## config.mk

```make
export PLATFORM = sky130hd
export DESIGN_NAME = piso_serializer
export DESIGN_NICKNAME = d
export VERILOG_FILES = /design/src/rtl/piso_serializer.sv
export SDC_FILE = /design/constraint.sdc
export NUM_CORES = 1
export LEC_CHECK = 0
export CAP_MARGIN = 20
export CORE_AREA = 2 2 39 41
export DETAILED_ROUTE_END_ITERATION = 10
export DIE_AREA = 0 0 41 43
export PLACE_DENSITY = 0.76
export SYNTH_ARGS = -nofsm -noshare
export SYNTH_HDL_FRONTEND = slang
export SYNTH_SLANG_ARGS = --single-unit
```

## constraint.sdc

```tcl
create_clock -name clk -period 3.15 [get_ports clk]
set_input_delay 0.63 -clock clk [delete_from_list [all_inputs] [get_ports clk]]
set_output_delay 0.63 -clock clk [all_outputs]
set_load 0.02 [all_outputs]
```

## src/rtl/piso_serializer.sv

```systemverilog
// Parallel-in / serial-out shifter with a valid/ready load port and a downstream
// advance strobe; back-to-back words stream with no idle bit between them.
module piso_serializer #(
  parameter int WIDTH     = 8,
  parameter bit MSB_FIRST = 1'b1
) (
  input  logic             clk,
  input  logic             rst,
  input  logic [WIDTH-1:0] data_in,
  input  logic             load_valid,
  output logic             load_ready,
  input  logic             shift_en,
  output logic             dout,
  output logic             dout_valid,
  output logic             dout_last,
  output logic             busy
);

  localparam int            CW       = $clog2(WIDTH);
  localparam logic [CW-1:0] LAST_IDX = CW'(WIDTH - 1);
  localparam logic [CW-1:0] ONE      = CW'(1);

  typedef enum logic {
    IDLE  = 1'b0,
    SHIFT = 1'b1
  } state_t;

  state_t           state;
  state_t           state_nxt;
  logic [WIDTH-1:0] sreg;
  logic [WIDTH-1:0] sreg_nxt;
  logic [CW-1:0]    cnt;
  logic [CW-1:0]    cnt_nxt;
  logic             accept;

  // Output bit comes straight from the register end, gated to 0 outside SHIFT.
  assign busy       = (state == SHIFT);
  assign dout_valid = busy;
  assign dout_last  = busy && (cnt == LAST_IDX);
  assign load_ready = (state == IDLE) || (dout_last && shift_en);
  assign accept     = load_valid && load_ready;
  assign dout       = busy ? (MSB_FIRST ? sreg[WIDTH-1] : sreg[0]) : 1'b0;

  // Next-state logic: a load always wins, which gives gapless streaming on the last bit.
  always_comb begin
    state_nxt = state;
    sreg_nxt  = sreg;
    cnt_nxt   = cnt;
    case (state)
      IDLE: begin
        if (accept) begin
          state_nxt = SHIFT;
          sreg_nxt  = data_in;
          cnt_nxt   = '0;
        end else begin
          state_nxt = IDLE;
        end
      end
      SHIFT: begin
        if (accept) begin
          state_nxt = SHIFT;
          sreg_nxt  = data_in;
          cnt_nxt   = '0;
        end else if (shift_en && !dout_last) begin
          sreg_nxt = MSB_FIRST ? {sreg[WIDTH-2:0], 1'b0} : {1'b0, sreg[WIDTH-1:1]};
          cnt_nxt  = cnt + ONE;
        end else if (shift_en) begin
          state_nxt = IDLE;
          cnt_nxt   = '0;
        end else begin
          state_nxt = SHIFT;
        end
      end
      default: begin
        state_nxt = IDLE;
        sreg_nxt  = '0;
        cnt_nxt   = '0;
      end
    endcase
  end

  // State, shift register and bit counter.
  always_ff @(posedge clk) begin
    if (rst) begin
      state <= IDLE;
      sreg  <= '0;
      cnt   <= '0;
    end else begin
      state <= state_nxt;
      sreg  <= sreg_nxt;
      cnt   <= cnt_nxt;
    end
  end

endmodule
```

==> impl_metrics.json, run 1 <==
{
  "rrSetupSlack_ps": 1350,
  "viasPerCell": 5.274,
  "clk_path_buf_depth": 2,
  "clockRootBuffer": "clkbuf_4",
  "critPathKind": "input port to output port",
  "clk_latency_ps": 270,
  "worstPathMaxFanout": 5,
  "synthAdderAreaFrac_pct": 4.246,
  "period_needed_ps": 2701,
  "drive_above_1_share_pct": 7.595,
  "worst_hold_slack_ps": 499.7,
  "initial_core_util_pct": 42.59,
  "rows": 14,
  "track_usage_pct": 15.27,
  "cts.sinks": 12,
  "finClkSkew_ps": 3.937,
  "io_buffers": 16,
  "vias": 501,
  "finalSetupTns_ps": 0,
  "diodes": 0,
  "die_h_um": 43,
  "ant_nets": 0,
  "drc": 0,
  "synth_mux_area_share_pct": 11.89,
  "netlist_area_sq_um": 589.3,
  "drt_iter0_markers": 6,
  "layout_common_cells": "clkdlybuf4s50_1 (16), dfxtp_1 (12), a21oi_1 (8)",
  "core-area_sq_um": 1384,
  "grt_max_degree": 14,
  "status": "finished, final reports clean",
  "fmax_mhz": 370.2,
  "post_cts_buffers": 0,
  "ys_ff_latch": 12,
  "final_util_pct": 55.06,
  "power.density_nw_per_um2": 427.7,
  "synth_cells": 63,
  "num_io_pins": 17,
  "cts_buffers": 3,
  "area_delta_synth_final_pct": 29.30,
  "yosysUniqueCellTypes": 23,
  "synth_top_family_by_area": "compound AO/OA/AOI/OAI gates",
  "layout_commonest_cell": "clkdlybuf4s50_1",
  "dr.pass1.iters": 6,
  "cts_hold_buf": 0,
  "cts-resized-gates": 0,
  "antenna_found_initial": 0,
  "die_x_um": 41,
  "hpwl_um": 857.2,
  "finalWorstSetupSlack_ps": 449.0,
  "yosys.area_share.xor_xnor_pct": 0,
  "final-setup-viol-count": 0,
  "overflow": 0,
  "htreeDepth": 1,
  "wl_per_cell_um": 11.41,
  "max_slew_margin_pct": 67.40,
  "hold_viol_final": 0,
  "final-max-slew-violation-count": 0,
  "drt_wl_total_um": 1084,
  "max-vdd-ir-drop_uv": 219.9,
  "first_global_vias": 443,
  "period_share_pct": 85.75,
  "gp_congestion": 0.7393,
  "nets": 95,
  "critical_path_required_ps": 2520,
  "worst_pin_slew_ps": 488.6,
  "grt_pass1_wl_um": 1821,
  "syn_area_per_cell_sq_um": 9.354,
  "crit_path_end_kind": "output port",
  "synth_nets": 77,
  "arrival_ps": 2070,
  "cts_tree": "yes",
  "clk_transition_reported_paths_ps": 70,
  "drv_cap": 0,
  "start_kind": "input port",
  "synth_compound_area_share_pct": 24.84,
  "hp-class": "flop to flop",
  "place_ws_ps": 450.1,
  "leakagePower_nw": 0.3293,
  "ys_seq_area_share_pct": 40.76,
  "dieArea_sq_um": 1763,
  "yosys_warnings": 0,
  "synth-simple-area-share_pct": 9.979,
  "rsz0062_at_grt": "no"
}
through the flow:
| step | instances | power, mW | instance area [sq um] |
|---|---|---|---|
| CTS | 95 | 0.3289 | 762.0 |
| global route | 95 | 0.3417 | 762.0 |
| finish | 95 | 0.3259 | 762.0 |
| global placement | 92 | 0.2367 | 739.5 |
| floorplan | 63 | 0.2146 | 589.3 |
| detailed placement | 92 | 0.2384 | 739.5 |
registers in the layout, indices dropped and copies added, names as in the netlist:
register  cells
cnt           3
sreg          8
busy          1
Yosys cell counts:
library cell	count	area share [%]
a21oi_1	8	6.8
a22oi_1	2	2.5
a2bb2oi_2	1	2.5
a31oi_1	1	1.1
a32oi_1	1	1.5
and2_1	2	2.1
and2b_1	1	1.3
buf_4	1	1.3
buf_6	2	3.8
dfxtp_1	12	41
ha_1	2	4.2
inv_1	4	2.5
inv_2	1	0.64
mux2i_1	7	12
nand2_1	2	1.3
nand3b_1	1	1.3
nor2_1	5	3.2
nor3_1	1	0.85
o21ai_0	2	1.7
o21ai_1	4	3.4
o21ai_4	1	2.8
o221ai_1	1	1.5
o22ai_1	1	1.1
kinds of logic (layout without fill, tap and decap cells):
logic type / after synthesis / after routing
compound gates: 22 / 22
fa+ha+maj: 2 / 2
buf+inv: 8 / 24
flops: 12 / 12
mux: 7 / 7
simple gates: 12 / 12
cell type report:
type	count	area, sq um
multi-input cells	43	300.3
well taps	16	20.02
flip-flops and latches	12	240.2
fillers	127	621.8
repair buffers	16	160.2
inverters	5	18.77
clock buffers	3	22.52
metal layers:
metal	up-vias	global-route usage, %	wire, um
li1	260	-	-
met1	229	21.05	503
met2	10	20.63	524
met3	2	1.571	36
met4	0	12.00	19
met5	-	0	0
report_power, final:
group	internal, mW	switching (mW)
registers	0.163	0.00819
logic	0.0339	0.0297
clock network	0.0442	0.0471
path summary, 6_finish.rpt:
check | startpoint | to | cells past startpoint
worst max-delay path | shift_en | load_ready | 4
worst min-delay path | sreg[0] | sreg[0] | 2
worst max register to register | cnt[0] | sreg[1] | 6
worst min register to register | sreg[0] | sreg[0] | 2
critical path: stages:
cell and delay [ps]:
clkdlybuf4s50_1 540, nand2_1 130, nand2_1 150, clkdlybuf4s50_1 620
Power figures use the tool's default switching activity.
==> inputs of run 2 (changes only) <==
- TNS_END_PERCENT: unset -> 50
==> results of run 2 <==
No change in the layout: final DEF, timing and power equal those of run 1.
